`config.mk`:
```
export PLATFORM = sky130hd
export DESIGN_NAME = regfile_immgen_flat
export DESIGN_NICKNAME = d
export VERILOG_FILES = /design/src/rtl/regfile_immgen_if.sv /design/src/rtl/regfile_immgen.sv /design/src/flat_wrapper.sv
export SDC_FILE = /design/constraint.sdc
export NUM_CORES = 2
export LEC_CHECK = 0
export BUFFER_PORTS_ARGS = -buffer_cell sky130_fd_sc_hd__buf_2
export CORE_UTILIZATION = 30
export CTS_CLUSTER_DIAMETER = 100
export DETAILED_ROUTE_END_ITERATION = 10
export PLACE_DENSITY = 0.45
export SETUP_SLACK_MARGIN = 0.2
export SLEW_MARGIN = 20
export SYNTH_ARGS = -nofsm -noshare
export SYNTH_HDL_FRONTEND = slang
export SYNTH_SLANG_ARGS = --single-unit
```
`constraint.sdc`:
```
create_clock -name clk -period 84.3 [get_ports clk]
set_input_delay 12.645 -clock clk [delete_from_list [all_inputs] [get_ports clk]]
set_output_delay 12.645 -clock clk [all_outputs]
set_load 0.05 [all_outputs]
```
`src/rtl/regfile_immgen_if.sv`:
```
// Decode-slice bus: register file ports plus immediate generator ports.
// master drives addresses/data/instr; slave (the datapath) returns reads and imm.
interface regfile_immgen_if;
    logic        we3;
    logic [4:0]  a1;
    logic [4:0]  a2;
    logic [4:0]  a3;
    logic [31:0] wd3;
    logic [31:0] rd1;
    logic [31:0] rd2;
    logic [31:0] instr;
    logic [2:0]  imm_src;
    logic [31:0] imm_ext;

    modport master (
        output we3, a1, a2, a3, wd3, instr, imm_src,
        input  rd1, rd2, imm_ext
    );

    modport slave (
        input  we3, a1, a2, a3, wd3, instr, imm_src,
        output rd1, rd2, imm_ext
    );
endinterface

```
`src/rtl/regfile_immgen.sv`:
```
// RV32I decode datapath slice: 32x32 register file (2 comb reads, 1 sync write)
// and immediate generator. Ports: clk, rst (async high), bus (slave modport).
module regfile_immgen (
    input  logic              clk,
    input  logic              rst,
    regfile_immgen_if.slave   bus
);
    localparam int XLEN  = 32;
    localparam int NREGS = 32;

    logic [XLEN-1:0] regs_q [NREGS];
    logic            wr_en;

    // x0 is never written, so it stays at its reset value of zero.
    assign wr_en = bus.we3 && (bus.a3 != 5'd0);

    always_ff @(posedge clk or posedge rst) begin
        if (rst) begin
            for (int i = 0; i < NREGS; i++) begin
                regs_q[i] <= '0;
            end
        end else if (wr_en) begin
            regs_q[bus.a3] <= bus.wd3;
        end
    end

    assign bus.rd1 = (bus.a1 == 5'd0) ? '0 : regs_q[bus.a1];
    assign bus.rd2 = (bus.a2 == 5'd0) ? '0 : regs_q[bus.a2];

    logic [31:0] i;
    logic [31:0] imm;
    logic        unused_opcode;

    assign i = bus.instr;
    // Opcode bits carry no immediate content.
    assign unused_opcode = ^i[6:0];

    always_comb begin
        imm = '0;
        unique case (bus.imm_src)
            3'b000: imm = {{20{i[31]}}, i[31:20]};
            3'b001: imm = {{20{i[31]}}, i[31:25], i[11:7]};
            3'b010: imm = {{19{i[31]}}, i[31], i[7], i[30:25],
                           i[11:8], 1'b0};
            3'b011: imm = {i[31:12], 12'b0};
            3'b100: imm = {{11{i[31]}}, i[31], i[19:12], i[20],
                           i[30:21], 1'b0};
            default: imm = '0;
        endcase
    end

    assign bus.imm_ext = imm;
endmodule

```
`src/flat_wrapper.sv`:
```
// flat-port wrapper written by rule: the top's interface ports become plain ports
module regfile_immgen_flat 
  (clk, rst, bus_we3, bus_a1, bus_a2, bus_a3, bus_wd3, bus_instr, bus_imm_src, bus_rd1, bus_rd2, bus_imm_ext);
  regfile_immgen_if bus_i ();
  input  logic clk;
  input  logic rst;
  input wire logic [$bits(bus_i.we3)-1:0] bus_we3;
  input wire logic [$bits(bus_i.a1)-1:0] bus_a1;
  input wire logic [$bits(bus_i.a2)-1:0] bus_a2;
  input wire logic [$bits(bus_i.a3)-1:0] bus_a3;
  input wire logic [$bits(bus_i.wd3)-1:0] bus_wd3;
  input wire logic [$bits(bus_i.instr)-1:0] bus_instr;
  input wire logic [$bits(bus_i.imm_src)-1:0] bus_imm_src;
  output wire logic [$bits(bus_i.rd1)-1:0] bus_rd1;
  output wire logic [$bits(bus_i.rd2)-1:0] bus_rd2;
  output wire logic [$bits(bus_i.imm_ext)-1:0] bus_imm_ext;
  assign bus_i.we3 = bus_we3;
  assign bus_i.a1 = bus_a1;
  assign bus_i.a2 = bus_a2;
  assign bus_i.a3 = bus_a3;
  assign bus_i.wd3 = bus_wd3;
  assign bus_i.instr = bus_instr;
  assign bus_i.imm_src = bus_imm_src;
  assign bus_rd1 = bus_i.rd1;
  assign bus_rd2 = bus_i.rd2;
  assign bus_imm_ext = bus_i.imm_ext;
  regfile_immgen u_core (.clk(clk), .rst(rst), .bus(bus_i));
endmodule
```
# Word-level counts from Yosys, hierarchy flattened
# Index checks and enable logic that the tools add are counted.
dict set report op_classes {
  magnitude_cmp 4
  eq_ne 4
  n_mux 12
  bitwise_logic 3
  n_reduce_logical 6
}
# op n
set op_table {}
lappend op_table {{$bwmux 1024} 1}
lappend op_table {{$bmux 32 s5} 2}
lappend op_table {{$mux 32} 7}
lappend op_table {{$demux 32 s5} 1}
lappend op_table {{$pmux 32 s5} 1}
lappend op_table {{$ge 6x6->1 const B} 3}
lappend op_table {{$not 5->6} 3}
lappend op_table {{$logic_not 5->1} 2}
lappend op_table {{$eq 3x2->1 const B} 2}
lappend op_table {{$lt 6x1->1 const B} 1}
lappend op_table {{$reduce_bool 5->1} 1}
lappend op_table {{$eq 3x1->1 const B} 1}
lappend op_table {{$eq 3x3->1 const B} 1}
lappend op_table {{$logic_not 3->1} 1}
lappend op_table {{$logic_and 1x1->1} 2}
dict set report totals {
  register_bits 1024
  inputBits 85
  out_inout_bits 96
  word_cells 61
}

# Logic depth before layout (Yosys ltp)
dict set report depth {
  word_depth 6
  mapped_depth 7
  ltp_nobuf 4
}

# Worst setup path after synthesis
# No wires, ideal clock.
dict set report synth_path {
  path_kind {input-to-output}
  from {in bus_a2[0]}
  to {out bus_rd2[10]}
  arrival_ps 14925
  required_ps 71655
  setup_slack_ps 56730
  stages 7
  path_buffers 4
  cell_sequence {buf_4 inv_2 buf_2 buf_6 clkbuf_1 o2111ai_1 a311oi_1}
}
dict set report synth_via {
  elab_chain_len 5
  word_cells_on_any_way 6
  classes_between {mux: 4; bitwise: 1; reduce/logical: 1}
}
# element line_no
set synth_rtl {}
lappend synth_rtl {{from (decl)} flat_wrapper.sv:9} ;# input wire logic [$bits(bus_i.a2)-1:0] bus_a2;
lappend synth_rtl {{$not 5->6 (implied by the code)} regfile_immgen.sv:28} ;# assign bus.rd2 = (bus.a2 == 5'd0) ? '0 : regs_q[bus.a2];
lappend synth_rtl {{$bmux 32 s5} regfile_immgen.sv:28}
lappend synth_rtl {{$mux 32 (implied by the code) (2 in series)} regfile_immgen.sv:28}
lappend synth_rtl {{$mux 32 *} regfile_immgen.sv:28}
lappend synth_rtl {{to (decl)} flat_wrapper.sv:15} ;# output wire logic [$bits(bus_i.rd2)-1:0] bus_rd2;
# Every way passes the cells marked *; elsewhere a longest branch is shown, timed or not. The select of a mux whose other input is x is not followed.

# Final worst setup path
dict set report layout_path {
  from {in bus_a1[2]}
  to {out bus_rd1[17]}
}
dict set report layout_via {
  elab_chain_len 5
  word_cells_on_any_way 6
  classes_between {mux: 4; bitwise: 1; reduce/logical: 1}
}
# element line_no
set layout_rtl {}
lappend layout_rtl {{from (decl)} flat_wrapper.sv:8} ;# input wire logic [$bits(bus_i.a1)-1:0] bus_a1;
lappend layout_rtl {{$not 5->6 (implied by the code)} regfile_immgen.sv:27} ;# assign bus.rd1 = (bus.a1 == 5'd0) ? '0 : regs_q[bus.a1];
lappend layout_rtl {{$bmux 32 s5} regfile_immgen.sv:27}
lappend layout_rtl {{$mux 32 (implied by the code) (2 in series)} regfile_immgen.sv:27}
lappend layout_rtl {{$mux 32 *} regfile_immgen.sv:27}
lappend layout_rtl {{to (decl)} flat_wrapper.sv:14} ;# output wire logic [$bits(bus_i.rd1)-1:0] bus_rd1;
# Marked as above.

==> impl_metrics.ini <==
[global_route]
track_usage_pct = 20.65
overflow = 0
grt_pass1_vias = 35890
grt_pass1_wl_um = 277800
grt_max_degree = 146
antenna_found_initial = 18

[power]
ir_drop_uv = 14.75
switching_share_pct = 28.34
power_switching_w = 0.0004224
p_total_w = 0.001491
p_int_w = 0.001068
p_leak_nw = 26.29
seq_power_share_pct = 43.6
pwr-share-clk_pct = 35.8
p_comb_share_pct = 20.6
p_per_area_nw_per_um2 = 24.09

[placement]
gp_routability_congestion = 0.7424
place_area_um2 = 57860
dp_hpwl_um = 107800
dp.cells = 5983
io_buffer_count = 173

[worst_setup_path]
ff2ff_path_depth = 1
cp.required_ns = 71.65
rrSetupSlack_ns = 83.49
rr_startpoint = u_core.regs_q[306]
path_buf_inv = 4
path_cells = buf_8 -> buf_4 -> buf_12 -> or4_4 -> o21ai_1 -> a311oi_1 -> buf_2
reg2reg_to = u_core.regs_q[306]
cpPeakStageDelay_ns = 0.78
critPathArrivalTime_ns = 16.78
start_kind = input port
critPathKind = in2out
endpoint_kind = primary output
slowest_stage = a311oi_1
critical_path.top_delay_family = buffers and inverters
path_max_fanout = 82

[finish]
reg_top3 = u_core.regs_q: 1024 flops
area_growth_pct = 11.98
fin_cells = 6205
largest_reg_flops = 1024
fin_nets = 3725
drive_gt1_share_pct = 51.97
fin_area_um2 = 61880
largest_register = u_core.regs_q

[logic_synthesis]
synth_top_area_share_pct = 46.37
async_flop_share_pct = 100.0
syn_inst = 3697
synth-edff-count = 0
ys_warn_count = 0
syn_avg_cell_area_um2 = 14.95
yosys-top-cells-area = dfrtp_1 46%, mux2_2 20%, mux4_2 18%
synth_fp_nets = 3782
synth_common_cells = 1024 x dfrtp_1, 987 x mux2_2, 448 x mux4_2
synth_most_common_cell = dfrtp_1
syn_area_um2 = 55260
ys_seq_area_share_pct = 46.37
ys_ff_latch = 1024
yosysTopAreaCell = dfrtp_1
synth.distinct_cells = 49
synth_ff_type = dfrtp_1

[sta]
period_minus_slack_ns = 29.43
rsz0062_at_grt = no
worst_pin_slew_ns = 1.169
setup_tns_ns = 0
period_share_pct = 34.91
fin_skew_ns = 0
clock.fmax_mhz = 33.98
setup_viol = 0
final-max-slew-violation-count = 0
hold_viol_final = 0
max_slew_margin_pct = 21.90

[drt]
vias = 34440
wire_per_inst_um = 30.91
antenna_left = 0
drtPass1Iterations = 5
drtIter0Drc = 2323
avgViaCountPerCell = 5.550
routed_wl_um = 191800
drc = 0

[hold_path]
hold_path.startpoint = u_core.regs_q[992]
hold_depth = 0
min_delay_worst_endpoint = u_core.regs_q[992]
min_path_type = reg2reg

[floorplanning]
rows = 157
dieArea_um2 = 185900
die_w_um = 431.2
ios = 181
die_h_um = 431.2
core-area_um2 = 183100
start_util_pct = 30.18

[clock_network]
clk_latency_ns = 0.74
cts.repair.resized = 0
clk_path_buf_depth = 3
cts.sinks = 1024
numCtsBuffers = 119
cts_tree = done
cts_setup_buffers = 0
holdBufCountCts = 0
htreeDepth = 3
cts_root_buf = clkbuf_16
path_clk_slew_ns = 0.06

[flow_run]
drv_cap = 0

[run_status]
status = complete, no violations
## layout by cell type (no fill, tap or decap), drive strengths merged, types with 46 or more instances in the layout
cell type and n:
nand2 53, dfrtp 1024, clkbuf 181, mux2 1056
a211oi 64, mux4 448, a22oi 64, a311oi 64
a221oi 46, buf 256, o21ai 111, nor2b 78
mux2i 133
## worst max-delay path by stage
stage	end	cells after the start	start	slack [ns]
after CTS	bus_rd1[17]	7	bus_a1[0]	54.71
final	bus_rd1[17]	7	bus_a1[2]	54.87
after global placement	bus_rd1[17]	7	bus_a1[2]	54.73
after detailed placement	bus_rd1[17]	7	bus_a1[0]	54.74
after floorplan	u_core.regs_q[0]	1	rst	42.84
after global routing	bus_rd1[17]	7	bus_a1[0]	54.80
## routing by layer
layer  vias up  share of wire [%]  track usage [%]
li1      14270                  -                -
met1     19050                 43            27.31
met2       828                 49            34.41
met3       280                4.5            3.200
met4         8                3.2            6.970
met5         -              0.026                0
## cell families (layout without fill, tap and decap cells)
| kind of cell | after synthesis | in the layout | synth area share, % |
|---|---|---|---|
| other cells | 0 | 2 | 0 |
| buf+inv | 441 | 483 | 4.300 |
| flops | 1024 | 1024 | 46.37 |
| simple gates | 186 | 186 | 1.870 |
| mux | 1637 | 1637 | 42.19 |
| fa+ha+maj | 1 | 1 | 0.01811 |
| compound gates | 408 | 408 | 5.257 |
## per-stage QoR
stage	setup slack, ns	hold slack, ns	utilization [%]
floorplan	42.84	0.4413	-
global placement	54.73	0.3771	31.58
detailed placement	54.74	0.3823	31.61
CTS	54.71	0.3961	33.80
global route	54.80	0.4041	33.80
finish	54.87	0.3924	33.80
## power groups by stage
stage	clock network, W	registers, W	logic, W
finish	0.000534	0.000651	0.000307
global placement	0	0.000655	0.000305
global route	0.000567	0.000664	0.000328
floorplan	0	0.000638	0.000249
CTS	0.000549	0.000649	0.000310
detailed placement	0	0.000657	0.000309
## layout make-up
class                   count  area (um2)
multi-input cells        2232       27510
well taps                2464        3083
inverters                   7       38.79
fillers                 17860      121200
clock inverters            39       422.9
repair buffers            256        1607
diodes                      2       5.005
clock buffers             181        3592
flip-flops and latches   1024       25620
(Power assumes the default switching activity.)
